File: config.mk
export PLATFORM = sky130hd
export DESIGN_NAME = apu_note_sequencer_flat
export DESIGN_NICKNAME = d
export VERILOG_FILES = /design/src/rtl/apu_note_sequencer_pkg.sv /design/src/rtl/apu_note_sequencer_if.sv /design/src/rtl/apu_note_sequencer_tick_gen.sv /design/src/rtl/apu_note_sequencer.sv /design/src/flat_wrapper.sv
export SDC_FILE = /design/constraint.sdc
export NUM_CORES = 1
export LEC_CHECK = 0
export ABC_AREA = 1
export CORE_ASPECT_RATIO = 1.5
export CORE_MARGIN = 5
export CORE_UTILIZATION = 50
export CTS_CLUSTER_DIAMETER = 100
export CTS_CLUSTER_SIZE = 25
export DETAILED_ROUTE_END_ITERATION = 6
export PLACE_DENSITY = 0.77
export SETUP_SLACK_MARGIN = 0.3
export SYNTH_ARGS = -nofsm -noshare
export SYNTH_HDL_FRONTEND = slang
export SYNTH_SLANG_ARGS = --single-unit
File: constraint.sdc
create_clock -name clk -period 1.5 [get_ports clk]
set_input_delay 0.45 -clock clk [delete_from_list [all_inputs] [get_ports clk]]
set_output_delay 0.45 -clock clk [all_outputs]
set_load 0.05 [all_outputs]
File: src/rtl/apu_note_sequencer_pkg.sv
// Shared APU types: song table entry layout, sequencer states and the built-in default song.
package apu_note_sequencer_pkg;

  typedef struct packed {
    logic        rest;
    logic [15:0] period;
    logic [7:0]  duty;
    logic [7:0]  dur;
  } note_entry_t;

  typedef enum logic [2:0] {IDLE, FETCH, PLAY, GAP, ADV, END} seq_state_t;

  // A zero duration terminates the song, so every unlisted index reads as end-of-song.
  function automatic note_entry_t song_rom(input int unsigned idx);
    note_entry_t e;
    e = '0;
    case (idx)
      0:       e = '{rest: 1'b0, period: 16'd12500, duty: 8'd128, dur: 8'd4};
      1:       e = '{rest: 1'b1, period: 16'd0,     duty: 8'd0,   dur: 8'd2};
      2:       e = '{rest: 1'b0, period: 16'd6250,  duty: 8'd64,  dur: 8'd3};
      default: e = '0;
    endcase
    return e;
  endfunction

endpackage

File: src/rtl/apu_note_sequencer_if.sv
// Control/tone bus between top-level control (master) and the note sequencer (slave).
interface apu_note_sequencer_if #(
  parameter int IDX_W = 4
);
  logic             start;
  logic             stop;
  logic             loop_en;
  logic [15:0]      tone_period;
  logic [7:0]       tone_duty;
  logic             tone_en;
  logic [IDX_W-1:0] note_idx;
  logic             busy;
  logic             done;

  modport master (
    output start, stop, loop_en,
    input  tone_period, tone_duty, tone_en, note_idx, busy, done
  );

  modport slave (
    input  start, stop, loop_en,
    output tone_period, tone_duty, tone_en, note_idx, busy, done
  );
endinterface

File: src/rtl/apu_note_sequencer_tick_gen.sv
// Duration prescaler: counts 0..TICK_CYC-1 and flags the terminal count; clr_i holds it at 0.
module apu_note_sequencer_tick_gen #(
  parameter int TICK_CYC = 10
) (
  input  logic clk,
  input  logic rst_n,
  input  logic clr_i,
  output logic tick_o
);
  localparam int CNT_W = $clog2(TICK_CYC);

  logic [CNT_W-1:0] cnt_q;

  assign tick_o = (cnt_q == CNT_W'(TICK_CYC - 1));

  always_ff @(posedge clk or negedge rst_n) begin
    if (!rst_n) begin
      cnt_q <= '0;
    end else if (clr_i || tick_o) begin
      cnt_q <= '0;
    end else begin
      cnt_q <= cnt_q + 1'b1;
    end
  end
endmodule

File: src/rtl/apu_note_sequencer.sv
// Steps through the song table, timing each note and the silent gap after it in prescaled
// ticks, and drives the registered tone controls for the PWM stage.
module apu_note_sequencer
  import apu_note_sequencer_pkg::*;
#(
  parameter int CLK_HZ     = 50_000_000,
  parameter int TICK_HZ    = 1000,
  parameter int SONG_LEN   = 16,
  parameter int GAP_TICKS  = 10,
  parameter bit EMPTY_SONG = 1'b0
) (
  input logic                 clk,
  input logic                 rst_n,
  apu_note_sequencer_if.slave ctrl
);
  localparam int TICK_CYC = CLK_HZ / TICK_HZ;
  localparam int IDX_W    = $clog2(SONG_LEN);
  // One extra index bit so the walk can reach SONG_LEN and stop there.
  localparam logic [IDX_W:0] LAST_IDX = (IDX_W + 1)'(SONG_LEN);

  seq_state_t     state_q;
  logic [IDX_W:0] idx_q;
  logic [7:0]     durCnt_q;
  logic [15:0]    tonePeriod_q;
  logic [7:0]     toneDuty_q;
  logic           toneEn_q;
  logic           busy_q;
  logic           done_q;

  note_entry_t entry;
  logic        songEnd;
  logic        tick;
  logic        prescaleClr;

  assign entry       = (EMPTY_SONG && idx_q == '0) ? '0 : song_rom(32'(idx_q));
  assign songEnd     = (entry.dur == 8'd0) || (idx_q == LAST_IDX);
  assign prescaleClr = (state_q != PLAY) && (state_q != GAP);

  apu_note_sequencer_tick_gen #(.TICK_CYC(TICK_CYC)) u_tick (
    .clk    (clk),
    .rst_n  (rst_n),
    .clr_i  (prescaleClr),
    .tick_o (tick)
  );

  // durCnt_q counts the note length in PLAY and is reloaded with the gap length for GAP.
  always_ff @(posedge clk or negedge rst_n) begin
    if (!rst_n) begin
      state_q      <= IDLE;
      idx_q        <= '0;
      durCnt_q     <= '0;
      tonePeriod_q <= '0;
      toneDuty_q   <= '0;
      toneEn_q     <= 1'b0;
      busy_q       <= 1'b0;
      done_q       <= 1'b0;
    end else begin
      done_q <= 1'b0;
      if (ctrl.stop) begin
        state_q  <= IDLE;
        idx_q    <= '0;
        durCnt_q <= '0;
        toneEn_q <= 1'b0;
        busy_q   <= 1'b0;
      end else begin
        case (state_q)
          IDLE: begin
            if (ctrl.start) begin
              state_q <= FETCH;
              idx_q   <= '0;
              busy_q  <= 1'b1;
            end
          end
          FETCH: begin
            if (songEnd) begin
              state_q <= END;
            end else begin
              tonePeriod_q <= entry.period;
              toneDuty_q   <= entry.duty;
              toneEn_q     <= !entry.rest;
              durCnt_q     <= entry.dur;
              state_q      <= PLAY;
            end
          end
          PLAY: begin
            if (tick) begin
              durCnt_q <= durCnt_q - 1'b1;
              if (durCnt_q == 8'd1) begin
                toneEn_q <= 1'b0;
                if (GAP_TICKS > 0) begin
                  durCnt_q <= 8'(GAP_TICKS);
                  state_q  <= GAP;
                end else begin
                  state_q <= ADV;
                end
              end
            end
          end
          GAP: begin
            if (tick) begin
              durCnt_q <= durCnt_q - 1'b1;
              if (durCnt_q == 8'd1) begin
                state_q <= ADV;
              end
            end
          end
          ADV: begin
            idx_q   <= idx_q + 1'b1;
            state_q <= FETCH;
          end
          END: begin
            // Looping an empty song would spin forever, so index 0 always finishes.
            if (ctrl.loop_en && idx_q != '0) begin
              idx_q   <= '0;
              state_q <= FETCH;
            end else begin
              done_q  <= 1'b1;
              busy_q  <= 1'b0;
              state_q <= IDLE;
            end
          end
          default: state_q <= IDLE;
        endcase
      end
    end
  end

  assign ctrl.tone_period = tonePeriod_q;
  assign ctrl.tone_duty   = toneDuty_q;
  assign ctrl.tone_en     = toneEn_q;
  assign ctrl.note_idx    = idx_q[IDX_W-1:0];
  assign ctrl.busy        = busy_q;
  assign ctrl.done        = done_q;
endmodule

File: src/flat_wrapper.sv
// flat-port wrapper written by rule: the top's interface ports become plain ports
module apu_note_sequencer_flat import apu_note_sequencer_pkg::*;
#(
  parameter int CLK_HZ     = 50_000_000,
  parameter int TICK_HZ    = 1000,
  parameter int SONG_LEN   = 16,
  parameter int GAP_TICKS  = 10,
  parameter bit EMPTY_SONG = 1'b0
)
  (clk, rst_n, ctrl_start, ctrl_stop, ctrl_loop_en, ctrl_tone_period, ctrl_tone_duty, ctrl_tone_en, ctrl_note_idx, ctrl_busy, ctrl_done);
  apu_note_sequencer_if #(.IDX_W((4))) ctrl_i ();
  input logic clk;
  input logic rst_n;
  input wire logic [$bits(ctrl_i.start)-1:0] ctrl_start;
  input wire logic [$bits(ctrl_i.stop)-1:0] ctrl_stop;
  input wire logic [$bits(ctrl_i.loop_en)-1:0] ctrl_loop_en;
  output wire logic [$bits(ctrl_i.tone_period)-1:0] ctrl_tone_period;
  output wire logic [$bits(ctrl_i.tone_duty)-1:0] ctrl_tone_duty;
  output wire logic [$bits(ctrl_i.tone_en)-1:0] ctrl_tone_en;
  output wire logic [$bits(ctrl_i.note_idx)-1:0] ctrl_note_idx;
  output wire logic [$bits(ctrl_i.busy)-1:0] ctrl_busy;
  output wire logic [$bits(ctrl_i.done)-1:0] ctrl_done;
  assign ctrl_i.start = ctrl_start;
  assign ctrl_i.stop = ctrl_stop;
  assign ctrl_i.loop_en = ctrl_loop_en;
  assign ctrl_tone_period = ctrl_i.tone_period;
  assign ctrl_tone_duty = ctrl_i.tone_duty;
  assign ctrl_tone_en = ctrl_i.tone_en;
  assign ctrl_note_idx = ctrl_i.note_idx;
  assign ctrl_busy = ctrl_i.busy;
  assign ctrl_done = ctrl_i.done;
  apu_note_sequencer #(.CLK_HZ(CLK_HZ), .TICK_HZ(TICK_HZ), .SONG_LEN(SONG_LEN), .GAP_TICKS(GAP_TICKS), .EMPTY_SONG(EMPTY_SONG)) u_core (.clk(clk), .rst_n(rst_n), .ctrl(ctrl_i));
endmodule
* After elaboration in Yosys (flattened, before gate mapping)
Index checks and enable logic that the tools add are counted.
Word-level totals: register bits 59, input port bits 5, output and inout bits 31, word-level logic and storage cells 86
Cells by class: add/subtract/negate cells 3, eq/ne operators 20, mux-type cells 33, bitwise logic cells 2, reduce and logical (&&, ||, !) cells 19
Operators with widths (number):
- $pmux 33 s3 | 1
- $mux 8 | 5
- $pmux 8 s3 | 1
- $mux 3 | 7
- $pmux 3 s6 | 1
- $add 16x1->16 const B | 1
- $eq 16x16->1 const B | 1
- $mux 16 | 1
- $mux 5 | 3
- $ne 3x2->1 const B | 5
- $ne 3x3->1 const B | 5
- $pmux 5 s3 | 1
- $mux 1 | 11
- $reduce_and 3->1 | 3
- $eq 8x1->1 const B | 1
- $logic_not 8->1 | 1
- $reduce_and 4->1 | 2
- $reduce_bool 4->1 | 2
- $sub 8x1->8 const B | 1
- $eq 3x2->1 const B | 2
- $eq 3x3->1 const B | 2
- $reduce_bool 3->1 | 2
- $add 5x1->5 const B | 1
- $eq 5x1->1 const B | 1
- 12 further kinds | 16

* Longest topological paths before layout
depth in word-level cells 7, depth in mapped cells 12, depth with buffers taken out 12

* By module
From an unflattened synthesis, not the netlist that was laid out.
Unflattened totals: cells, all modules 345, area total of the unflattened synthesis 2648.8 um^2
Modules (own cells, without submodules):
- apu_note_sequencer | times used 1, cells an instance 222, area an instance 1687.9 um^2, seq. area each 550.5 um^2
- apu_note_sequencer_tick_gen | times used 1, cells an instance 123, area an instance 960.9 um^2, seq. area each 400.4 um^2

* Least setup slack after synthesis
Ideal clock, no wire load.
kind register -> register, start register u_core.idx_q[0], end register u_core.durCnt_q[2], library setup time 0.065 ns, arrival time 1.376 ns, required time 1.435 ns, setup slack 0.059 ns, stages on the path, launching flop included 10, buffers on the path 0, clock period less this slack 1.441 ns, path through dfrtp_1 -> inv_1 -> ha_1 -> o211ai_1 -> nand3_1 -> nand2_4 -> inv_2 -> nand2_4 -> nand2_1 -> nand2_1
On the way: cells in the longest elaborated chain, start to end 6, elaborated cells between the ends (all ways) 12, those cells by class eq/ne: 4; mux: 4; reduce/logical: 4
Ends and longest elaborated chain:
- start: declaration | RTL line apu_note_sequencer.sv:22 | logic [IDX_W:0] idx_q;
- start signal: assignment | RTL line apu_note_sequencer.sv:108 | idx_q <= idx_q + 1'b1;
- $eq 5x2->1 (tied with other cells) | RTL line apu_note_sequencer_pkg.sv:17 | case (idx)
- $pmux 33 s3 | RTL line apu_note_sequencer_pkg.sv:17
- $logic_not 8->1 | RTL line apu_note_sequencer.sv:36 | assign songEnd = (entry.dur == 8'd0) || (idx_q == LAST_IDX);
- $logic_or 1x1->1 | RTL line apu_note_sequencer.sv:36
- $ne 3x3->1 (no line)
- $reduce_and 4->1 (no line)
- end signal: assignment | RTL line apu_note_sequencer.sv:81 | durCnt_q <= entry.dur;
- end signal: assignment | RTL line apu_note_sequencer.sv:87 | durCnt_q <= durCnt_q - 1'b1;
- end signal: assignment | RTL line apu_note_sequencer.sv:91 | durCnt_q <= 8'(GAP_TICKS);
- end: declaration | RTL line apu_note_sequencer.sv:23 | logic [7:0] durCnt_q;
Several ways; a longest one is shown, not always the timed one. The select of a mux whose other input is x is not followed. A chain may end at the register's enable or synchronous reset.

* Worst setup path after layout
start register u_core.u_tick.cnt_q[1], end register u_core.u_tick.cnt_q[12]
On the way: cells in the longest elaborated chain, start to end 3, elaborated cells between the ends (all ways) 4, those cells by class add/sub: 1; eq/ne: 1; mux: 1; reduce/logical: 1
Ends and longest elaborated chain:
- start: declaration | RTL line apu_note_sequencer_tick_gen.sv:12 | logic [CNT_W-1:0] cnt_q;
- start signal: assignment | RTL line apu_note_sequencer_tick_gen.sv:22 | cnt_q <= cnt_q + 1'b1;
- branches (longest 2 deep; another with $add 16x1->16)
- $mux 16 (*) | RTL line apu_note_sequencer_tick_gen.sv:19 | end else if (clr_i || tick_o) begin
Every way passes the cells marked *.

==> results.cfg <==
[logic_synthesis]
yosysWarnings = 0
yosys.cell_types.count = 31
synthXorXnorAreaFrac_pct = 2.993
synth-simple-area-share_pct = 37.29
synth-seq-cells = 38
synthCells = 363
synth_mux_area_share_pct = 0
synth_top_family_by_area = simple AND/OR/NAND/NOR gates
synthAdderAreaFrac_pct = 3.325
syn_avg_cell_area_um2 = 7.256
netlist_area_mm2 = 0.002634
synth_seq_area_share_pct = 36.10
synth_compound_area_share_pct = 5.606

[timing]
post-route-min-period_ns = 1.743
rsz0062_at_grt = true
layout_setup_ws_ns = -0.2429
hold_viol_final = 0
finalCritPeriodShare_pct = 116.2
setup_viol = 33
skew_ns = 0.003226
slew_violations = 0
tns_ns = -3.975
fmax_mhz = 573.7

[clock_network]
cts_tree = done
h-tree-depth = 2
clock_path_buffers = 2
clock_sinks = 38
numCtsBuffers = 5
clk_pin_slew_ns = 0.08
clock_latency_ns = 0.29
root_buffer = clkbuf_8

[grt]
antenna_found_initial = 0
grt_remaining_overflow = 0
grt_max_degree = 39
grtUsageTotal_pct = 22.37
grt_pass1_wl_um = 12470
grt_pass1_vias = 2707

[status]
status = finished with violations
violations = setup timing

[power]
peakVddDrop_uv = 1324
power_leakage_nw = 1.926
p_total_mw = 5.856
powerDensity_mw_per_mm2 = 1429

[finish]
final_util_pct = 79.96
n_antenna_cell = 0
nNetsFinal = 448
synthToLayoutAreaGrowth_pct = 55.58
fin_area_mm2 = 0.004098
drive_above_1_share_pct = 46.68

[die]
core.rowCount = 32
die_w_um = 69.26
core_mm2 = 0.005125
initial_utilization_pct = 51.39
die_h_um = 98.89
die-area_mm2 = 0.006849
pin_count = 36

[routing]
wl_um = 9474
vias = 2869
vias_per_cell = 5.681
first_pass_iters = 5
wire_per_inst_um = 18.76
drc = 0
ant_nets = 0
drt_iter0_drc = 235

[setup_path]
slowest_delay_ns = 0.45
start_kind = register
endpoint_kind = register
cp.required_ns = 1.72
path_common_cell = nand2_1
crit_fanout = 4
arrival_ns = 1.97
path_class = register to register
slowest_stage = dfrtp_1
crit_path_cell_trace = ha_4, nand2_4, inv_4, buf_6, nand3_4, nor3_4, nand3_1, nand2_1, nand2_1, nor2_1

[worst_hold_path]
hold_class = input pin to asynchronous set/reset pin

[placed_design]
postPlaceCellArea_mm2 = 0.003247
dp_slack_ns = -0.4176
io_buffers = 23
dp_hpwl_um = 4477
place_congestion = 0.9293

[run]
drv_cap = 0
logic make-up after synthesis:
| group | count (synthesis) |
|---|---|
| other | 1 |
| and+or+nand+nor | 208 |
| buffers and inverters | 74 |
| xor gates and xnor gates | 9 |
| DFF | 38 |
| AOI/OAI and AO/OA | 26 |
| adders and majority gates | 7 |
stage by stage:
| step | hold slack, ns | cells |
|---|---|---|
| finish | 0.1142 | 505 |
| floorplan | 0.1544 | 374 |
| global placement | 0.4297 | 462 |
| global route | 0.1148 | 505 |
| detailed placement | 0.4311 | 462 |
| CTS | 0.1131 | 489 |
placed cells by master, fill, tap and decap left out, types with 7 or more instances in the layout:
master   count
buf_12      20
buf_4       40
buf_6       19
conb_1      12
dfrtp_1     31
inv_1       30
inv_2       13
nand2_1     73
nand2_2     17
nand2_4      8
nand3_1     20
nor2_1      30
nor2_2      11
nor2_4      15
xor2_1       7
worst max-delay path, delay by kind of cell, from the launching register on:
kind                     cells  cell delay (ns)
flip-flops                   1             0.45
adder cells (fa/ha/maj)      1             0.21
AND/OR/NAND/NOR              7             0.81
buffers and inverters        2             0.19
flip-flops by register name, summed over array words and instances, names as in the netlist:
signal / cells
u_core.durCnt_q: 8
u_core.ctrl.done: 1
u_core.u_tick.cnt_q: 16
u_core.ctrl.tone_en: 1
u_core.state_q: 3
u_core.ctrl.tone_period: 3
u_core.idx_q: 5
u_core.ctrl.busy: 1
synth_stat cells:
cell / n / area [µm²]
nand2_1: 92 / 345.3
nor2_1: 49 / 183.9
dfrtp_1: 38 / 950.9
inv_1: 35 / 131.4
nand3_1: 30 / 150.1
buf_4: 25 / 187.7
inv_2: 10 / 37.54
nor3_1: 10 / 50.05
a21oi_1: 9 / 45.04
xor2_1: 8 / 70.07
ha_1: 7 / 87.58
o21ai_1: 7 / 35.03
nand4_1: 5 / 31.28
o21ai_0: 5 / 25.02
nand2_2: 4 / 25.02
nand2_4: 4 / 45.04
nor2_4: 4 / 45.04
buf_2: 3 / 15.01
nor2_2: 3 / 18.77
nand3_2: 2 / 20.02
nor2_8: 2 / 40.04
nor3_2: 2 / 20.02
a21oi_2: 1 / 8.760
a31oi_1: 1 / 6.260
buf_6: 1 / 11.26
conb_1: 1 / 3.750
nor3b_1: 1 / 7.510
o211ai_1: 1 / 7.510
o211ai_2: 1 / 12.51
o21a_1: 1 / 7.510
xnor2_1: 1 / 8.760
power by group:
group / internal, mW / total (mW) / switching, mW
Combinational: 1.44 / 3.57 / 2.13
Clock: 0.371 / 0.748 / 0.377
Sequential: 1.23 / 1.54 / 0.307
area by class of cell:
cell class                 instances  area, µm²
clock inverter                     1      5.005
fill                             258       1027
inverter                          45      176.4
timing repair buffer              83      948.4
sequential                        38      964.7
tap                               68      85.08
clock buffer                       7      86.33
multi-input combinational        263       1832
worst paths after layout:
path                                         from                 endpoint  slack [ns]  depth (start not counted)
setup / recovery           u_core.u_tick.cnt_q[1]  u_core.u_tick.cnt_q[12]       -0.24                         10
hold / removal                              rst_n          u_core.idx_q[0]        0.11                          2
setup reg to reg           u_core.u_tick.cnt_q[1]  u_core.u_tick.cnt_q[12]       -0.24                         10
hold reg to reg                u_core.durCnt_q[5]       u_core.durCnt_q[5]        0.47                          2
max in group asynchronous                   rst_n  u_core.u_tick.cnt_q[10]        1.17                          2
min in group clk               u_core.durCnt_q[5]       u_core.durCnt_q[5]        0.47                          2
timing repair:
item                       in CTS  in global routing
hold buffers                    0                  0
gates resized for setup        48                 74
setup endpoints to repair      57                 57
setup buffers                  18                 16
pin swaps                      15                 31
gates cloned                    1                  0
routing by layer:
layer / vias up / GRT usage (%) / share of wire (%)
met3: 77 / 3.367 / 7.7
li1: 1254 / - / -
met4: 0 / 13.38 / 7.6
met5: - / 0 / 0
met2: 201 / 41.18 / 51
met1: 1337 / 23.69 / 33
Note: power is estimated with default switching activity, not from simulation.
